==> config.mk <==
export PLATFORM = sky130hd
export DESIGN_NAME = alu_issue_seq
export DESIGN_NICKNAME = d
export VERILOG_FILES = /design/src/rtl/alu_issue_seq.sv
export SDC_FILE = /design/constraint.sdc
export NUM_CORES = 1
export LEC_CHECK = 0
export CORE_UTILIZATION = 35
export DETAILED_ROUTE_END_ITERATION = 6
export GPL_TIMING_DRIVEN = 0
export PLACE_DENSITY = 0.58
export SLEW_MARGIN = 20
export SYNTH_ARGS = -nofsm -noshare
export SYNTH_HDL_FRONTEND = slang
export SYNTH_SLANG_ARGS = --single-unit
==> constraint.sdc <==
create_clock -name clk -period 2.93 [get_ports clk]
set_input_delay 0.586 -clock clk [delete_from_list [all_inputs] [get_ports clk]]
set_output_delay 0.586 -clock clk [all_outputs]
set_load 0.1 [all_outputs]
==> src/rtl/alu_issue_seq.sv <==
// Sequential issue front-end for the external combinational ALU: accepts an instruction,
// reads two operands from an 8x16 register file, drives the ALU from registers and writes back.
module alu_issue_seq #(
   parameter int NREG = 8,
   parameter int W    = 16
) (
   input  logic          clk,
   input  logic          rst_n,
   input  logic          instr_valid,
   input  logic [19:0]   instr,
   output logic          instr_ready,
   input  logic          wr_en,
   input  logic [2:0]    wr_addr,
   input  logic [W-1:0]  wr_data,
   input  logic [2:0]    rd_addr,
   output logic [W-1:0]  rd_data,
   output logic [W-1:0]  alu_valA,
   output logic [W-1:0]  alu_valB,
   output logic [3:0]    alu_aluop,
   output logic [3:0]    alu_shift,
   output logic          alu_sub,
   output logic          alu_lr,
   input  logic [W-1:0]  alu_result,
   input  logic [3:0]    alu_cc,
   output logic [3:0]    cc_q,
   output logic          done
);

   typedef enum logic [1:0] {
      IDLE,
      ISSUE,
      CAPTURE
   } state_t;

   state_t        state;
   logic [19:0]   instr_q;
   logic [W-1:0]  regs [NREG];

   logic [3:0]    f_aluop;
   logic [2:0]    f_rd;
   logic [2:0]    f_ra;
   logic [2:0]    f_rb;
   logic [3:0]    f_shift;
   logic          f_sub;
   logic          f_lr;
   logic          f_wb;

   logic [W-1:0]  op_a;
   logic [W-1:0]  op_b;
   logic          wb_fire;
   logic          ext_write;

   assign f_aluop = instr_q[19:16];
   assign f_rd    = instr_q[15:13];
   assign f_ra    = instr_q[12:10];
   assign f_rb    = instr_q[9:7];
   assign f_shift = instr_q[6:3];
   assign f_sub   = instr_q[2];
   assign f_lr    = instr_q[1];
   assign f_wb    = instr_q[0];

   assign rd_data = regs[rd_addr];

   // A same-cycle external write to an operand register is forwarded into the issued operand.
   always_comb begin
      op_a = regs[f_ra];
      op_b = regs[f_rb];
      if (wr_en && (wr_addr == f_ra)) begin
         op_a = wr_data;
      end
      if (wr_en && (wr_addr == f_rb)) begin
         op_b = wr_data;
      end
   end

   // ALU writeback has priority over an external write to the same register.
   assign wb_fire   = (state == CAPTURE) && f_wb;
   assign ext_write = wr_en && !(wb_fire && (wr_addr == f_rd));

   always_ff @(posedge clk or negedge rst_n) begin
      if (!rst_n) begin
         for (int i = 0; i < NREG; i++) begin
            regs[i] <= '0;
         end
      end else begin
         if (ext_write) begin
            regs[wr_addr] <= wr_data;
         end
         if (wb_fire) begin
            regs[f_rd] <= alu_result;
         end
      end
   end

   always_ff @(posedge clk or negedge rst_n) begin
      if (!rst_n) begin
         state       <= IDLE;
         instr_q     <= '0;
         instr_ready <= 1'b1;
         done        <= 1'b0;
         cc_q        <= '0;
         alu_valA    <= '0;
         alu_valB    <= '0;
         alu_aluop   <= '0;
         alu_shift   <= '0;
         alu_sub     <= 1'b0;
         alu_lr      <= 1'b0;
      end else begin
         done <= 1'b0;
         case (state)
            IDLE: begin
               if (instr_valid && instr_ready) begin
                  instr_q     <= instr;
                  instr_ready <= 1'b0;
                  state       <= ISSUE;
               end
            end
            ISSUE: begin
               alu_valA  <= op_a;
               alu_valB  <= op_b;
               alu_aluop <= f_aluop;
               alu_shift <= f_shift;
               alu_sub   <= f_sub;
               alu_lr    <= f_lr;
               state     <= CAPTURE;
            end
            CAPTURE: begin
               cc_q        <= alu_cc;
               done        <= 1'b1;
               instr_ready <= 1'b1;
               state       <= IDLE;
            end
            default: begin
               instr_ready <= 1'b1;
               state       <= IDLE;
            end
         endcase
      end
   end

endmodule

======== After elaboration in Yosys (flattened, before gate mapping) ========
Index checks and enable logic that the tools add are counted.
storage, ports and cells
  word-level logic and storage cells ...... 74
  register bits ........................... 198
  output and inout bits ................... 64
operators by class
  bitwise gates (word level) .............. 6
  equal/unequal tests ..................... 6
  reduce and logical (&&, ||, !) cells .... 12
  multiplexer cells ....................... 24
  $lt $le $gt $ge ......................... 7
operator list
  operator                                              number
  bitwise mux 128 bit                                   2
  two-way mux 128 bit                                   2
  two-way mux 16 bit                                    10
  binary-select mux 16 bit (select 3 bit)               3
  demux 16 bit (select 3 bit)                           2
  >= comparator 4 bit (second input constant)           5
  NOT 3 -> 4 bit                                        5
  equality test 3 bit                                   3
  logical AND 1 bit                                     8
  < comparator 4 x 1 -> 1 bit (second input constant)   2
  case mux 2 bit (2 select lines)                       1
  AND reduction 2 bit                                   2
  equality test 2 x 1 -> 1 bit (second input constant)  1
  equality test 2 bit (second input constant)           1
  zero test 2 bit                                       1
  two-way mux 1 bit                                     2
  two-way mux 2 bit                                     1
  != test 2 bit (second input constant)                 1
  case mux 1 bit (2 select lines)                       1
  zero test 1 bit                                       1
  NOT 1 bit                                             1

======== Logic depth before layout (Yosys ltp) ========
  depth in word-level cells ............... 9
  gate-level depth with buffers ........... 6

======== Least setup slack after synthesis ========
No wires, ideal clock.
  path kind ............................... input -> output
  from .................................... input port rd_addr[1]
  to ...................................... output port rd_data[0]
  cell stages on the path ................. 5
  required time ........................... 2.344 ns
  data arrival time ....................... 2.068 ns
  path slack .............................. 0.276 ns
  path through ............................ buf_2 > buf_2 > buf_2 > mux4_2 > mux2_2
on the way
  word-level cells in the longest chain between the ends .. 4
RTL lines
  what                                                    line  source
  start, declared                                         15    input logic [2:0] rd_addr,
  NOT 3 -> 4 bit (not written as such)                    62    assign rd_data = regs[rd_addr];
  binary-select mux 16 bit (select 3 bit)                 62
  two-way mux 16 bit (not written as such) (2 in series)  62
  end, declared                                           16    output logic [W-1:0] rd_data,
Every way passes these cells. The select of a mux whose other input is x is not followed.

======== Final worst setup path ========
  from .................................... input port rd_addr[0]
  to ...................................... output port rd_data[3]
The elaborated chain is that of the path after synthesis.

==> results.py <==
metrics = {
    "worst_setup_path": {
        "crit_end": "rd_data[3]",
        "crit_path_start_kind": "input port",
        "reg2reg_to": "alu_valB[8]$_DFFE_PN0N_",
        "crit_fanout": 10,
        "crit_type": "input port to output pin",
        "reg2reg_slack_ns": 0.31,
        "cp-end-kind": "output pin",
        "r2r_start": "instr_q[7]$_DFFE_PN0P_",
        "cp.arrival_ns": 2.26,
        "ff2ff_path_depth": 5,
        "crit_start": "rd_addr[0]",
        "cp.required_ns": 2.34,
    },
    "synth": {
        "synth_edf_count": 0,
        "yosysWarnings": 0,
        "syn_avg_cell_area_um2": 14.63,
        "netlist_area_um2": 12270,
        "synth_cell_types": 32,
        "synth_seq_cells": 198,
        "syn-instance-count": 839,
        "synth-seq-area-share": 0.4039,
        "synthTopCellsByArea": "dfrtp_1 40%, mux2_2 22%, mux4_2 18%",
        "synth_nets": 905,
        "netlist.area_leader.share": 0.4018,
        "yosysTopAreaCell": "dfrtp_1",
        "async_reset_ff_frac": 1.000,
        "yosysMostFrequentCell": "mux2_2",
        "ys.flop_type": "dfrtp_1",
        "ys_top_cells_by_count": "245 x mux2_2, 197 x dfrtp_1, 96 x mux4_2, 84 x nand2_1, 40 x mux2_4",
    },
    "global_routing": {
        "grt_pass1_wl_um": 58880,
        "overflow": 0,
        "grt_pass1_vias": 8802,
        "track_usage": 0.2297,
        "grt_antenna_before_repair": 1,
        "grt_max_degree": 88,
    },
    "finish": {
        "finish.utilization": 0.4246,
        "area.growth.synth_to_final_pct": 19.53,
        "drive_above_1_share": 0.4985,
        "diodes": 0,
        "fillers": 3245,
        "nets": 1050,
    },
    "run": {
        "drv_cap": 0,
    },
    "die": {
        "start_util": 0.3552,
        "die_x_um": 189.2,
        "die_area_um2": 35810,
        "io_pins": 130,
        "die_h_um": 189.2,
        "design.core.area_um2": 34540,
        "rows": 68,
    },
    "timing": {
        "worst_slack_ns": 0.08069,
        "hold_viol_final": 0,
        "period_share": 0.9725,
        "skew_ns": 0.01219,
        "drv_slew": 0,
        "hold-worst-slack_ns": 0.4616,
        "tightest_slew_ns": 1.072,
        "rsz0062_at_grt": "false",
        "setup_viol": 0,
        "finalSetupTns_ns": 0,
        "max_slew_margin": 0.2850,
        "max_freq_mhz": 351.0,
        "fin_crit_ns": 2.849,
    },
    "route": {
        "dr.first_iter.drc_count": 704,
        "vias": 8296,
        "viasPerCell": 5.713,
        "ant_nets": 0,
        "drt-total-wl_um": 39670,
        "drc": 0,
        "dr.pass1.iters": 5,
        "wl_per_cell_um": 27.32,
    },
    "clock_tree": {
        "cts_root_buffer": "clkbuf_16",
        "clockBufferDepth": 2,
        "clk_pin_slew_ns": 0.07,
        "cts_buffers": 17,
        "cts_tree": "done",
        "clock_latency_ns": 0.46,
        "cts_htree_levels": 4,
        "clock_sinks": 198,
    },
    "power_and_ir_drop": {
        "p_sw_frac": 0.4650,
        "seq_power_share": 0.283,
        "clkPwrFrac": 0.127,
        "combPwrFrac": 0.590,
        "p_int_mw": 10.01,
        "power_density_nw_per_um2": 1276,
        "power.switching_mw": 8.699,
        "leakage_nw": 5.935,
        "vdd_drop_max_uv": 772.6,
    },
    "place": {
        "pre_cts_slack_ns": -1.090,
        "place_congestion": 0.8355,
        "port_buffers": 123,
        "hpwl_um": 26410,
    },
    "run_status": {
        "status": "completed",
    },
    "worst_hold_path": {
        "min_from": "instr_q[19]$_DFFE_PN0P_",
        "hp-class": "flip-flop to flip-flop",
    },
}
logic make-up (layout without fill, tap and decap cells):
family | Yosys count | in the layout | synth area share
compound gates | 34 | 34 | 0.02447
xor+xnor | 6 | 6 | 0.004283
buf+inv | 70 | 228 | 0.03497
flops | 198 | 198 | 0.4039
mux | 424 | 424 | 0.4862
simple gates | 107 | 107 | 0.04619
through the flow:
step | instances | instance area (um2) | total power [mW]
2_1_floorplan | 839 | 12270 | 13.62
3_3_place_gp | 1417 | 14070 | 16.28
3_5_place_dp | 1419 | 14130 | 16.46
4_1_cts | 1452 | 14670 | 18.75
5_1_grt | 1452 | 14670 | 19.55
6_report | 1452 | 14670 | 18.71
area by class of cell:
cell class	count	area (um2)	area share
Buffer	68	454.2	0.03097
Clock buffer	17	425.4	0.02901
Clock inverter	15	145.1	0.009896
Inverter	2	7.507	0.0005119
Multi-Input combinational cell	571	6885	0.4695
Sequential cell	198	4956	0.3379
Tap cell	455	569.3	0.03882
Timing Repair Buffer	126	1224	0.08343
repair_timing:
action                                  4_1_cts  5_1_grt
hold endpoints to repair                      1        0
hold buffers                                  1        0
buffers inserted                              0        0
resized for setup                            93        0
endpoints found under the setup margin       16        0
power by group through the flow:
stage,clock network [mW],logic (mW),registers (mW)
after floorplan,0,6.43,7.19
after global placement,0,11.0,5.25
after detailed placement,0,11.2,5.29
after CTS,2.43,11.1,5.25
after global routing,2.53,11.6,5.48
final,2.38,11.0,5.29
sequential cells by signal, summed over array words and instances, names as in the netlist:
| signal | count |
|---|---|
| alu_aluop | 4 |
| alu_lr | 1 |
| alu_shift | 4 |
| alu_sub | 1 |
| alu_valA | 16 |
| alu_valB | 16 |
| cc_q | 4 |
| done | 1 |
| instr_q | 20 |
| instr_ready | 1 |
| regs | 128 |
| state | 2 |
worst max-delay path, cell delays in order:
cell and delay, ns:
buf_2 0.18, buf_4 0.33, mux4_2 0.56, mux2_2 0.30, buf_2 0.30
layout by cell type, fill, tap and decap left out, drive strengths merged, types with 4 or more instances in the layout:
| cell type | instances |
|---|---|
| clkdlybuf4s50 | 106 |
| inv | 7 |
| mux2 | 296 |
| clkinv | 5 |
| nand2 | 85 |
| clkbuf | 27 |
| dfrtp | 197 |
| buf | 77 |
| xnor2 | 6 |
| mux2i | 32 |
| mux4 | 96 |
| o221ai | 32 |
| clkinvlp | 4 |
per-layer routing:
| metal | GRT usage | up-vias | wire length [um] |
|---|---|---|---|
| li1 | - | 3542 | - |
| met1 | 0.2989 | 4316 | 16740 |
| met2 | 0.3620 | 350 | 18580 |
| met3 | 0.05375 | 86 | 2801 |
| met4 | 0.1076 | 2 | 1543 |
| met5 | 0 | - | 10 |
worst min path at each step:
stage,cells after the start,to
finish,2,alu_aluop[3]$_DFFE_PN0N_
floorplan,0,alu_aluop[0]$_DFFE_PN0N_
detailed placement,2,alu_aluop[3]$_DFFE_PN0N_
global placement,2,alu_shift[1]$_DFFE_PN0N_
CTS,2,alu_aluop[3]$_DFFE_PN0N_
global route,2,alu_shift[0]$_DFFE_PN0N_
No activity file was read; power rests on OpenSTA's default activity.
